[src/rtl/mau_pkg.sv]
// Shared op encodings, FSM state enum and small op-classification helpers
// for the memory access unit.
package mau_pkg;

  typedef enum logic [3:0] {
    OP_LW   = 4'd0,
    OP_LH   = 4'd1,
    OP_LHU  = 4'd2,
    OP_LB   = 4'd3,
    OP_LBU  = 4'd4,
    OP_LWRR = 4'd5,
    OP_SW   = 4'd6,
    OP_SH   = 4'd7,
    OP_SB   = 4'd8
  } mau_op_e;

  typedef enum logic [1:0] {
    ST_IDLE = 2'd0,
    ST_MEM  = 2'd1,
    ST_RESP = 2'd2
  } mau_state_e;

  function automatic logic op_is_legal(input logic [3:0] op);
    return op <= OP_SB;
  endfunction

  function automatic logic op_is_store(input logic [3:0] op);
    return (op == OP_SW) || (op == OP_SH) || (op == OP_SB);
  endfunction

endpackage

[src/rtl/load_formatter.sv]
// Combinational load result formatting: extracts and extends the addressed
// byte/halfword, or rotates the whole word for LWRR.
module load_formatter
  import mau_pkg::*;
#(
  parameter int DATA_W = 32,
  parameter int OFF_W  = $clog2(DATA_W / 8)
) (
  input  logic [3:0]        op,
  input  logic [OFF_W-1:0]  off,
  input  logic [DATA_W-1:0] word,
  output logic [DATA_W-1:0] result
);

  logic [2*DATA_W-1:0] dbl;
  logic [DATA_W-1:0]   rot;

  always_comb begin
    // Rotating right by 8*off puts the addressed byte/halfword in the low lanes.
    dbl    = {word, word} >> {off, 3'b000};
    rot    = dbl[DATA_W-1:0];
    result = '0;
    case (op)
      OP_LW:   result = word;
      OP_LH:   result = {{(DATA_W-16){rot[15]}}, rot[15:0]};
      OP_LHU:  result = {{(DATA_W-16){1'b0}}, rot[15:0]};
      OP_LB:   result = {{(DATA_W-8){rot[7]}}, rot[7:0]};
      OP_LBU:  result = {{(DATA_W-8){1'b0}}, rot[7:0]};
      OP_LWRR: result = rot;
      default: result = '0;
    endcase
  end

endmodule

[src/rtl/mem_access_unit.sv]
// Single-outstanding load/store unit: IDLE accepts a request, MEM holds a
// memory access until ack or timeout, RESP holds the result until taken.
module mem_access_unit
  import mau_pkg::*;
#(
  parameter int DATA_W  = 32,
  parameter int ADDR_W  = 32,
  parameter int TIMEOUT = 255
) (
  input  logic                clk,
  input  logic                reset,
  input  logic                req_valid,
  output logic                req_ready,
  input  logic [3:0]          req_op,
  input  logic [ADDR_W-1:0]   req_addr,
  input  logic [DATA_W-1:0]   req_wdata,
  input  logic [4:0]          req_rd,
  output logic                mem_req,
  output logic                mem_we,
  output logic [ADDR_W-1:0]   mem_addr,
  output logic [DATA_W/8-1:0] mem_be,
  output logic [DATA_W-1:0]   mem_wdata,
  input  logic                mem_ack,
  input  logic [DATA_W-1:0]   mem_rdata,
  output logic                resp_valid,
  input  logic                resp_ready,
  output logic [DATA_W-1:0]   resp_data,
  output logic [4:0]          resp_rd,
  output logic                resp_wen,
  output logic                resp_err
);

  localparam int BE_W  = DATA_W / 8;
  localparam int OFF_W = $clog2(BE_W);
  localparam int CNT_W = $clog2(TIMEOUT + 1);

  mau_state_e          state_q, state_d;
  logic [3:0]          op_q, op_d;
  logic [ADDR_W-1:0]   addr_q, addr_d;
  logic [4:0]          rd_q, rd_d;
  logic [BE_W-1:0]     be_q, be_d;
  logic [DATA_W-1:0]   wdata_q, wdata_d;
  logic [CNT_W-1:0]    cnt_q, cnt_d;
  logic [DATA_W-1:0]   data_q, data_d;
  logic                err_q, err_d;
  logic                wen_q, wen_d;

  logic [OFF_W-1:0]    off_in;
  logic                misaligned;
  logic [BE_W-1:0]     be_in;
  logic [DATA_W-1:0]   wdata_in;
  logic [DATA_W-1:0]   fmt;
  logic                in_mem, in_resp;

  assign off_in = req_addr[OFF_W-1:0];

  always_comb begin
    misaligned = 1'b0;
    be_in      = '1;
    wdata_in   = req_wdata;
    case (req_op)
      OP_LW, OP_SW:          misaligned = |off_in;
      OP_LH, OP_LHU, OP_SH:  misaligned = off_in[0];
      default:               misaligned = 1'b0;
    endcase
    case (req_op)
      OP_SH: begin
        be_in    = BE_W'(2'b11) << off_in;
        wdata_in = {(DATA_W/16){req_wdata[15:0]}};
      end
      OP_SB: begin
        be_in    = BE_W'(1'b1) << off_in;
        wdata_in = {(DATA_W/8){req_wdata[7:0]}};
      end
      default: ;
    endcase
  end

  load_formatter #(.DATA_W(DATA_W), .OFF_W(OFF_W)) u_fmt (
    .op     (op_q),
    .off    (addr_q[OFF_W-1:0]),
    .word   (mem_rdata),
    .result (fmt)
  );

  always_comb begin
    state_d = state_q;
    op_d    = op_q;
    addr_d  = addr_q;
    rd_d    = rd_q;
    be_d    = be_q;
    wdata_d = wdata_q;
    cnt_d   = cnt_q;
    data_d  = data_q;
    err_d   = err_q;
    wen_d   = wen_q;
    case (state_q)
      ST_IDLE: begin
        if (req_valid) begin
          op_d    = req_op;
          addr_d  = req_addr;
          rd_d    = req_rd;
          be_d    = be_in;
          wdata_d = wdata_in;
          cnt_d   = '0;
          data_d  = '0;
          wen_d   = 1'b0;
          // Illegal requests skip memory and report straight away.
          if (op_is_legal(req_op) && !misaligned) begin
            state_d = ST_MEM;
            err_d   = 1'b0;
          end else begin
            state_d = ST_RESP;
            err_d   = 1'b1;
          end
        end
      end
      ST_MEM: begin
        // Ack is checked first so an ack on the final allowed cycle still succeeds.
        if (mem_ack) begin
          data_d  = op_is_store(op_q) ? '0 : fmt;
          wen_d   = !op_is_store(op_q);
          state_d = ST_RESP;
        end else if (cnt_q == CNT_W'(TIMEOUT - 1)) begin
          err_d   = 1'b1;
          state_d = ST_RESP;
        end else begin
          cnt_d = cnt_q + CNT_W'(1);
        end
      end
      ST_RESP: begin
        if (resp_ready) state_d = ST_IDLE;
      end
      default: state_d = ST_IDLE;
    endcase
  end

  always_ff @(posedge clk) begin
    if (!reset) begin
      state_q <= ST_IDLE;
      op_q    <= '0;
      addr_q  <= '0;
      rd_q    <= '0;
      be_q    <= '0;
      wdata_q <= '0;
      cnt_q   <= '0;
      data_q  <= '0;
      err_q   <= 1'b0;
      wen_q   <= 1'b0;
    end else begin
      state_q <= state_d;
      op_q    <= op_d;
      addr_q  <= addr_d;
      rd_q    <= rd_d;
      be_q    <= be_d;
      wdata_q <= wdata_d;
      cnt_q   <= cnt_d;
      data_q  <= data_d;
      err_q   <= err_d;
      wen_q   <= wen_d;
    end
  end

  assign in_mem  = (state_q == ST_MEM);
  assign in_resp = (state_q == ST_RESP);

  assign req_ready  = (state_q == ST_IDLE);
  assign mem_req    = in_mem;
  assign mem_we     = in_mem && op_is_store(op_q);
  assign mem_addr   = in_mem ? {addr_q[ADDR_W-1:OFF_W], {OFF_W{1'b0}}} : '0;
  assign mem_be     = in_mem ? be_q : '0;
  assign mem_wdata  = in_mem ? wdata_q : '0;
  assign resp_valid = in_resp;
  assign resp_data  = in_resp ? data_q : '0;
  assign resp_rd    = in_resp ? rd_q : '0;
  assign resp_wen   = in_resp && wen_q;
  assign resp_err   = in_resp && err_q;

endmodule

[config.mk]
export PLATFORM = sky130hd
export DESIGN_NAME = mem_access_unit
export DESIGN_NICKNAME = d
export VERILOG_FILES = /design/src/rtl/mau_pkg.sv /design/src/rtl/load_formatter.sv /design/src/rtl/mem_access_unit.sv
export SDC_FILE = /design/constraint.sdc
export NUM_CORES = 1
export LEC_CHECK = 0
export CAP_MARGIN = 5
export CORE_AREA = 4 4 122 124
export DETAILED_ROUTE_END_ITERATION = 12
export DIE_AREA = 0 0 126 128
export PLACE_DENSITY = 0.95
export SLEW_MARGIN = 10
export SYNTH_ARGS = -nofsm -noshare
export SYNTH_HDL_FRONTEND = slang
export SYNTH_SLANG_ARGS = --single-unit
[constraint.sdc]
create_clock -name clk -period 5.56 [get_ports clk]
set_input_delay 1.112 -clock clk [delete_from_list [all_inputs] [get_ports clk]]
set_output_delay 1.112 -clock clk [all_outputs]
set_load 0.02 [all_outputs]
# ---- Word-level counts from Yosys, hierarchy flattened
# Cells that the tools add are included.
dict set report op_classes {
  mux 31
  reduce_logical 20
  add_sub_neg 1
  shifts 3
  order_cmp 1
  eq_ne 23
}
# op count
set op_table {}
lappend op_table {{two-way mux 32 bit} 6}
lappend op_table {{case mux 32 bit (6 select lines)} 1}
lappend op_table {{case mux 32 bit (2 select lines)} 2}
lappend op_table {{right shift 64 x 5 -> 32 bit} 1}
lappend op_table {{== test 4 x 3 -> 1 bit (second input constant)} 6}
lappend op_table {{two-way mux 8 bit} 3}
lappend op_table {{case mux 8 bit (2 select lines)} 1}
lappend op_table {{== test 4 x 2 -> 1 bit (second input constant)} 3}
lappend op_table {{two-way mux 2 bit} 5}
lappend op_table {{!= test 2 bit (second input constant)} 5}
lappend op_table {{adder 8 x 1 -> 8 bit (second input constant)} 1}
lappend op_table {{== test 4 x 1 -> 1 bit (second input constant)} 2}
lappend op_table {{== test 4 bit (second input constant)} 2}
lappend op_table {{== test 8 bit (second input constant)} 1}
lappend op_table {{logical NOT 4 bit} 2}
lappend op_table {{case mux 4 bit (2 select lines)} 1}
lappend op_table {{AND reduction 4 bit} 2}
lappend op_table {{two-way mux 1 bit} 6}
lappend op_table {{case mux 1 bit (2 select lines)} 3}
lappend op_table {{case mux 2 bit (3 select lines)} 1}
lappend op_table {{AND reduction 3 bit} 2}
lappend op_table {{two-way mux 5 bit} 1}
lappend op_table {{<= comparator 4 bit (second input constant)} 1}
lappend op_table {{logical AND 1 bit} 4}
lappend op_table {{other kinds (14)} 17}
dict set report word_totals {
  out_inout_bits 111
  reg_bits 121
  elab_cells 89
}

# ---- Logic depth before layout (Yosys ltp)
# Gate-level depths: netlist (run 1).
dict set report logic_depth {
  word_depth 8
  ltp_mapped 8
}

# ---- Hierarchy
# A second synthesis (run 1) with hierarchy kept.
dict set report hier_totals {
  cells_unflattened 820
  area_unflattened_um2 6791.5
}
# module cells_each area_each_um2 seq_area_each_um2 instances
set by_module_without_submodules {}
lappend by_module_without_submodules {mem_access_unit 686 5486.5 2422.3 1}
lappend by_module_without_submodules {load_formatter 134 1305.0 0.0 1}

# ---- Least setup slack after synthesis (run 1)
# OpenSTA, ideal clock, no wires.
dict set report synth_path {
  path_type {reg2out}
  startpoint {register state_q[1]}
  endpoint {output port mem_wdata[12]}
  slack_ns 3.094
  required_ns 4.448
  arrival_time_ns 1.354
  stages_incl_launch_ff 6
  cell_sequence {dfxtp_1 -> nand2b_1 -> inv_2 -> clkbuf_1 -> clkbuf_1 -> and2_1}
}
dict set report synth_between {
  elab_chain_len 2
}
# element line
set synth_rtl {}
lappend synth_rtl {{from (decl)} mem_access_unit.sv:37} ;# mau_state_e state_q, state_d;
lappend synth_rtl {{from (signal assigned)} mem_access_unit.sv:151} ;# state_q <= state_d;
lappend synth_rtl {{== test 2 x 1 -> 1 bit} mem_access_unit.sv:164} ;# assign in_mem = (state_q == ST_MEM);
lappend synth_rtl {{two-way mux 32 bit} mem_access_unit.sv:172} ;# assign mem_wdata = in_mem ? wdata_q : '0;
lappend synth_rtl {{to (decl)} mem_access_unit.sv:22} ;# output logic [DATA_W-1:0] mem_wdata,
# Every way passes these cells.

# ---- Worst setup path in the final report (run 1)
dict set report layout_path {
  startpoint {register state_q[1]}
  endpoint {output port mem_addr[4]}
}
dict set report layout_between {
  elab_chain_len 2
}
# element line
set layout_rtl {}
lappend layout_rtl {{== test 2 x 1 -> 1 bit} mem_access_unit.sv:164}
lappend layout_rtl {{two-way mux 32 bit} mem_access_unit.sv:170} ;# assign mem_addr = in_mem ? {addr_q[ADDR_W-1:OFF_W], {OFF_W{1'b0}}} : '0;
lappend layout_rtl {{to (decl)} mem_access_unit.sv:20} ;# output logic [ADDR_W-1:0] mem_addr,
# Every way passes these cells.

==> results.yml, run 1 <==
floorplan:
  rows: 43
  initial_core_util_pct: 50.25
  die_x_um: 126
  core_um2: 13770
  ioPinCount: 221
  die_area_um2: 16130
  die_h_um: 128
worst_setup_path:
  crit_fanout: 72
  setup.worst_path.end_class: "output pin"
  cp.arrival_ns: 2.70
  startpoint: "state_q[1]"
  start_kind: "flop"
  required_ns: 4.45
  reg2reg_from: "state_q[1]"
  critPathKind: "flop to output pin"
timing:
  grt_setup_unrepaired: "false"
  tns_ns: 0
  slew_violations: 0
  max_freq_ghz: 0.2623
  setup_viol: 0
  min_period_over_period_pct: 68.57
  skew_ns: 0.006898
  finalCriticalPeriod_ns: 3.813
  tightest_slew_ns: 1.104
  final_hold_viol_count: 0
  slew_headroom_pct: 26.37
grt:
  grt_pass1_wl_mm: 35.49
  overflow: 0
  grt_max_degree: 120
  grt_pass1_vias: 6808
  grt_usage_pct: 27.43
  antenna_found_initial: 1
drt:
  drc: 0
  wirelength_mm: 22.73
  detail_route.vias_per_cell: 5.952
  drtPass1Iterations: 6
  drtIter0Drc: 714
  wire_per_inst_um: 19.07
  vias: 7095
  ant_nets: 0
clocking:
  postCtsSetupBuffers: 0
  clock_latency_ns: 0.42
  cts_tree: "yes"
  hold_buffers: 0
  numCtsBuffers: 17
  clk_path_buf_depth: 2
  cts_max_level: 4
  cts-resized-gates: 0
  cts_root_buf: "clkbuf_16"
  clock-sinks: 121
  cts.clk_slew.worst_paths_ns: 0.06
synthesis:
  yosysTopAreaCellShare_pct: 35.00
  syn_area_um2: 6920
  syn_inst: 830
  synth_seq_cells: 121
  synth-main-ff-cell: "dfxtp_1"
  synth_most_common_cell: "nand2_1"
  synth.avg_cell_area_um2: 8.338
  yosys.area.top_type: "dfxtp_1"
  yosys_warnings: 0
  synthTopCellsByCount: "nand2_1, dfxtp_1, and2_1"
  ys_types: 59
  async_flop_share_pct: 0
  seq_area_frac_synth_pct: 35.00
  synth_enable_flop_cells: 0
  netlist_top_cells_area: "dfxtp_1, and2_1, nand2_1"
cells_and_area:
  drive_above_1_share_pct: 6.917
  fillCellCount: 1035
  stdcell_area_um2: 9736
  diodes: 0
  fin_nets: 1111
  multiInputGateArea_um2: 4173
  area.sequential_um2: 2424
  synthToLayoutAreaGrowth_pct: 40.68
pwr:
  power.density_nw_per_um2: 275.6
  ir_drop_mv: 0.2024
  p_switching_mw: 0.7238
  power.leakage_nw: 3.859
  clkPwrFrac_pct: 46.6
  swShare_pct: 26.97
  power_frac_comb_pct: 17.3
  p_int_mw: 1.960
  seqPwrFrac_pct: 36.1
worst_hold_path:
  hold_class: "flop to flop"
  min_from: "data_q[5]"
place:
  hpwl_mm: 15.27
  io_buffers: 218
  place_area_um2: 9069
  gp_congestion: 0.9047
job:
  maxCapViolations: 0
outcome:
  outcome: "finished, final reports clean"
-- registers in the layout, indices dropped and copies added, names as in the netlist --
name,cells
wen_q,1
state_q,2
cnt_q,8
wdata_q,32
op_q,4
be_q,4
err_q,1
rd_q,5
data_q,32
addr_q,32
-- cell families (layout without fill, tap and decap cells) --
kind of cell    after synthesis  after routing  share of synthesized area, %
other cells                   1              2                       0.05419
fa+ha+maj                     2              2                        0.3615
buf+inv                      81            262                         5.135
flops                       121            121                         35.00
xor+xnor                      3              3                        0.3797
mux                          36             36                         8.678
simple gates                345            345                         25.29
compound gates              241            241                         25.09
-- layout by cell type (no fill, tap or decap), drive strengths merged, types with 5 or more instances in the layout --
master | netlist | layout
nand2b | 6 | 6
nor2b | 6 | 6
clkbuf | 51 | 19
a221oi | 9 | 9
nor2 | 22 | 22
a21oi | 52 | 52
a21boi | 60 | 60
inv | 6 | 9
o211a | 16 | 16
buf | 24 | 7
a22oi | 9 | 9
dfxtp | 121 | 121
o21ai | 28 | 28
mux4 | 17 | 17
nand3 | 14 | 14
a31oi | 6 | 6
and2 | 116 | 116
nand2 | 159 | 159
a21o | 24 | 24
clkdlybuf4s50 | 0 | 217
mux2i | 15 | 15
bufinv | 0 | 5
a222oi | 21 | 21
-- final cells by class --
class | instances | area share, %
Clock buffer | 19 | 4.652
Clock inverter | 13 | 2.198
Inverter | 6 | 0.2313
Multi-Input combinational cell | 629 | 42.86
Sequential cell | 121 | 24.89
Tap cell | 180 | 2.313
Timing Repair Buffer | 224 | 22.85
-- power by group through the flow --
| stage | registers, mW | clock network, mW | logic (mW) |
|---|---|---|---|
| floorplan | 0.958 | 0 | 0.291 |
| global placement | 0.982 | 0 | 0.441 |
| detailed placement | 0.984 | 0 | 0.451 |
| CTS | 0.967 | 1.26 | 0.458 |
| global route | 0.973 | 1.30 | 0.500 |
| finish | 0.968 | 1.25 | 0.464 |
-- worst max-delay path: stages (launching register included) --
cell and delay, ns:
dfxtp_1 0.37, nand2b_1 0.27, inv_2 0.73, and2_1 0.24
clkdlybuf4s50_1 0.64
-- routing by layer --
layer | global-route usage (%) | wire, um | up-vias
met5 | 0 | 13 | -
met4 | 11.99 | 946 | 2
met3 | 10.04 | 2547 | 77
met2 | 43.82 | 10530 | 428
met1 | 33.37 | 8689 | 3312
li1 | - | - | 3276
-- stage by stage --
step	power, mW	util (%)	hold slack [ns]	cells	setup WS (ns)
final	2.684	70.69	0.4533	1192	1.747
after floorplan	1.249	-	0.4262	831	3.094
after global placement	1.423	65.84	0.4419	1160	2.204
after global routing	2.772	70.69	0.4746	1192	1.553
after CTS	2.686	70.69	0.4492	1192	1.730
after detailed placement	1.436	65.84	0.4431	1160	2.107
-- worst paths after layout --
kind / endpoint / slack (ns) / cells past startpoint
worst min-delay path: data_q[5] / 0.45 / 2
worst min register to register: data_q[5] / 0.45 / 2
worst max register to register: data_q[3] / 2.34 / 6
worst max-delay path: mem_addr[4] / 1.75 / 4
Power figures use the tool's default switching activity.
==> inputs of run 2 (changes only) <==
- CORE_AREA: 4 4 122 124 -> 4 4 132 134
- DIE_AREA: 0 0 126 128 -> 0 0 136 138
- PLACE_DENSITY: 0.95 -> 0.86
- clock period: 5.56 -> 3.15 ns (I/O delays scaled with it)
==> results.yml, run 2 (synthesized netlist as in run 1, its figures left out) <==
outcome:
  outcome: "finished, final reports clean"
timing:
  tns_ns: 0
  whs_ns: 0.4418
  slew_violations: 0
  slew_headroom_pct: 24.59
  finalCriticalPeriod_ns: 3.004
  max_freq_ghz: 0.3329
  skew_ns: 0.01193
  setup_viol: 0
  grt_setup_unrepaired: "false"
  final_hold_viol_count: 0
  tightest_slew_ns: 1.122
  min_period_over_period_pct: 95.36
grt:
  grt_pass1_wl_mm: 35.06
  overflow: 0
  grt_pass1_vias: 6556
  antenna_found_initial: 1
  grt_usage_pct: 23.25
  grt_max_degree: 79
pwr:
  total_power_mw: 4.533
  power.leakage_nw: 3.897
  power.density_nw_per_um2: 460.6
  ir_drop_mv: 0.3695
worst_hold_path:
  hold_class: "flop to flop"
worst_setup_path:
  crit_chain: "nand2b_1 -> inv_2 -> buf_4 -> and2_1 -> clkdlybuf4s50_1"
  critPathKind: "flop to output pin"
  cpLargestDelayFamily: "buffers and inverters"
  cp_slowest_cell: "clkdlybuf4s50_1"
  required_ns: 2.52
  critPathBufInv: 3
  cp.arrival_ns: 2.37
  critPathMaxStageDelay_ns: 0.63
  crit_fanout: 42
  setup.worst_path.end_class: "output pin"
  start_kind: "flop"
drt:
  drc: 0
  vias: 6895
  drtIter0Drc: 670
  detail_route.vias_per_cell: 5.556
  ant_nets: 0
  drtPass1Iterations: 5
  wire_per_inst_um: 17.71
  wirelength_mm: 21.98
clocking:
  hold_buffers: 0
  postCtsSetupBuffers: 0
  cts_tree: "yes"
  cts.clk_slew.worst_paths_ns: 0.05
  clock_latency_ns: 0.42
  clk_path_buf_depth: 2
  clock-sinks: 121
  cts_root_buf: "clkbuf_16"
  numCtsBuffers: 17
  cts-resized-gates: 0
  cts_max_level: 4
floorplan:
  die_h_um: 138
  core_um2: 16290
  ioPinCount: 221
  die_area_um2: 18770
  rows: 47
  die_x_um: 136
  initial_core_util_pct: 42.48
cells_and_area:
  final_cells: 1241
  finalCoreUtilization_pct: 60.42
  drive_above_1_share_pct: 7.738
  synthToLayoutAreaGrowth_pct: 42.22
  diodes: 0
  final_cell_mix: "clkdlybuf4s50_1, nand2_1, dfxtp_1"
  fin_nets: 1121
  top_regs: "addr_q: 32 flops, data_q: 32 flops, wdata_q: 32 flops"
  final_common_cell: "clkdlybuf4s50_1"
job:
  maxCapViolations: 0
place:
  gp_congestion: 0.8874
  io_buffers: 218
  dp_cells: 1210
  hpwl_mm: 15.39
==> run 2: changes by cell type in the layout (fill, tap and decap cells not counted), sizes merged <==
| cell | delta |
|---|---|
| buf | +10 |
| clkbuf | -1 |
| clkinv | +4 |
| bufinv | -2 |
| inv | -2 |
==> run 2: per-layer routing <==
layer  wire length (um)  track usage, %  up-vias
met5                  8               0        -
met4                510           7.162        2
met3               2716           10.25       42
met2              10190           36.22      351
met1               8549           28.98     3195
li1                   -               -     3305
==> run 2: tightest hold or removal path: cells and delay by family (launching register included) <==
| family | cells | cell delay, ns |
|---|---|---|
| compound gates | 1 | 0.05 |
| simple gates | 1 | 0.05 |
| flops | 1 | 0.30 |
==> run 2: final cells by class <==
type / instances / area [um2]
Tap cell: 220 / 275.3
Clock buffer: 18 / 439.2
Timing Repair Buffer: 234 / 2337
Clock inverter: 13 / 171.4
Sequential cell: 121 / 2424
Multi-Input combinational cell: 629 / 4173
Fill cell: 1391 / 6447
Inverter: 6 / 22.52
==> run 2: path summary, 6_finish.rpt <==
| path | startpoint | end | slack (ns) | depth (start not counted) |
|---|---|---|---|---|
| setup / recovery | state_q[1] | mem_wdata[12] | 0.15 | 5 |
| hold / removal | data_q[2] | data_q[2] | 0.44 | 2 |
| setup reg to reg | state_q[1] | data_q[24] | 0.96 | 8 |
| hold reg to reg | data_q[2] | data_q[2] | 0.44 | 2 |
==> run 2: through the flow <==
stage	setup WS [ns]	cell area [um2]
after floorplan	1.166	6924
after global placement	0.4448	9231
after detailed placement	0.4095	9231
after CTS	0.1635	9842
after global routing	0.02131	9842
final	0.1462	9842
==> run 2: power breakdown <==
part,total (mW),switching (mW),internal [mW],leakage (nW)
sequential,1.69,0.0589,1.63,0.991
clock,2.00,0.738,1.27,0.293
combinational,0.842,0.448,0.394,2.61
==> inputs of run 3 (changes only) <==
--- a/config.mk
+++ b/config.mk
@@ -8,5 +8,5 @@
 export CAP_MARGIN = 5
-export CORE_AREA = 4 4 132 134
+export CORE_AREA = 2 2 130 132
 export DETAILED_ROUTE_END_ITERATION = 12
-export DIE_AREA = 0 0 136 138
+export DIE_AREA = 0 0 132 134
 export PLACE_DENSITY = 0.86
--- a/constraint.sdc
+++ b/constraint.sdc
@@ -3,2 +3,2 @@
 set_output_delay 0.63 -clock clk [all_outputs]
-set_load 0.02 [all_outputs]
+set_load 0.1 [all_outputs]
==> results.yml, run 3 (synthesized netlist as in run 1, its figures left out) <==
timing:
  slew_headroom_pct: 28.65
  worst_slack_ns: 0.5616
  tightest_slew_ns: 1.061
  grt_setup_unrepaired: "false"
  min_period_over_period_pct: 82.17
  tns_ns: 0
  finalCriticalPeriod_ns: 2.588
  skew_ns: 0.006126
  slew_violations: 0
  max_freq_ghz: 0.3863
  setup_viol: 0
  final_hold_viol_count: 0
cells_and_area:
  top_regs: "addr_q: 32 flops, data_q: 32 flops, wdata_q: 32 flops"
  drive_above_1_share_pct: 18.32
  diodes: 0
  final_common_cell: "nand2_1"
  synthToLayoutAreaGrowth_pct: 57.26
  fin_nets: 1120
  final_cell_mix: "nand2_1, dfxtp_1, and2_1"
place:
  io_buffers: 218
  gp_congestion: 0.9046
  dp_slack_ns: 0.4367
  hpwl_mm: 15.93
clocking:
  cts.clk_slew.worst_paths_ns: 0.06
  clk_path_buf_depth: 2
  cts-resized-gates: 0
  hold_buffers: 0
  clock_latency_ns: 0.42
  numCtsBuffers: 17
  cts_tree: "yes"
  postCtsSetupBuffers: 0
  clock-sinks: 121
  cts_root_buf: "clkbuf_16"
  cts_max_level: 4
worst_setup_path:
  start_kind: "flop"
  reg2reg_depth: 7
  reg2reg_from: "state_q[1]"
  critPathKind: "flop to output pin"
  setup.worst_path.end_class: "output pin"
  crit_fanout: 70
  cp.arrival_ns: 1.96
  r2r_setup_slack_ns: 0.79
  required_ns: 2.52
  reg2reg_to: "data_q[10]"
drt:
  drc: 0
  detail_route.vias_per_cell: 5.720
  drtIter0Drc: 643
  wirelength_mm: 22.99
  drtPass1Iterations: 7
  vias: 7099
  wire_per_inst_um: 18.52
  ant_nets: 0
floorplan:
  die_area_um2: 17690
  core_um2: 16290
  rows: 47
  die_h_um: 134
  die_x_um: 132
  initial_core_util_pct: 42.48
  ioPinCount: 221
worst_hold_path:
  whs_path_depth: 2
  worstHoldEndpoint: "data_q[1]"
  min_from: "data_q[1]"
  hold_class: "flop to flop"
job:
  maxCapViolations: 0
pwr:
  power.leakage_nw: 4.402
  ir_drop_mv: 0.3695
  power.density_nw_per_um2: 434.2
grt:
  grt_usage_pct: 25.79
  grt_pass1_wl_mm: 36.35
  grt_max_degree: 105
  overflow: 0
  grt_pass1_vias: 6933
  antenna_found_initial: 1
outcome:
  outcome: "finished, final reports clean"
[run 3: report_power, final]
| group | total (mW) | internal, mW | switching, mW |
|---|---|---|---|
| clock network | 2.02 | 1.28 | 0.735 |
| logic | 1.02 | 0.427 | 0.594 |
| registers | 1.69 | 1.63 | 0.0616 |
| total | 4.73 | 3.34 | 1.39 |
[run 3: area by class of cell]
class,instances,area [um2]
sequential,121,2424
fill,1205,5406
clock buffer,20,456.7
tap,220,275.3
clock inverter,12,148.9
inverter,6,22.52
timing repair buffer,233,3383
multi-input combinational,629,4173
[run 3: how the worst max path moves through the flow]
stage | start | endpoint | slack [ns] | depth (start not counted)
floorplan | state_q[1] | mem_wdata[22] | 0.001 | 4
global placement | mem_rdata[31] | data_q[18] | 0.51 | 6
detailed placement | mem_rdata[31] | data_q[31] | 0.44 | 6
CTS | state_q[1] | mem_wdata[8] | 0.55 | 5
global route | state_q[1] | resp_data[30] | 0.45 | 5
finish | state_q[1] | mem_wdata[8] | 0.56 | 5
[run 3: through the flow]
step	hold slack, ns	instance area (um2)	power (mW)	std cells	util (%)
floorplan	0.4262	6924	2.337	831	-
CTS	0.4459	10880	4.740	1241	66.81
global route	0.4702	10880	4.900	1241	66.81
finish	0.4434	10880	4.726	1241	66.81
detailed placement	0.4379	10280	2.726	1209	63.09
global placement	0.4340	10280	2.700	1209	63.09
[run 3: per-layer routing]
| metal | vias to the layer above | routed length [um] | GRT usage [%] |
|---|---|---|---|
| li1 | 3296 | - | - |
| met1 | 3370 | 8878 | 29.98 |
| met2 | 388 | 10980 | 42.94 |
| met3 | 43 | 2597 | 10.36 |
| met4 | 2 | 518 | 9.541 |
| met5 | - | 16 | 0 |
[run 3: critical path, cell delays in order (launching register included)]
cell and delay, ns:
dfxtp_1 0.37, nand2b_1 0.26, inv_2 0.16, buf_12 0.25, and2_1 0.26, buf_12 0.20
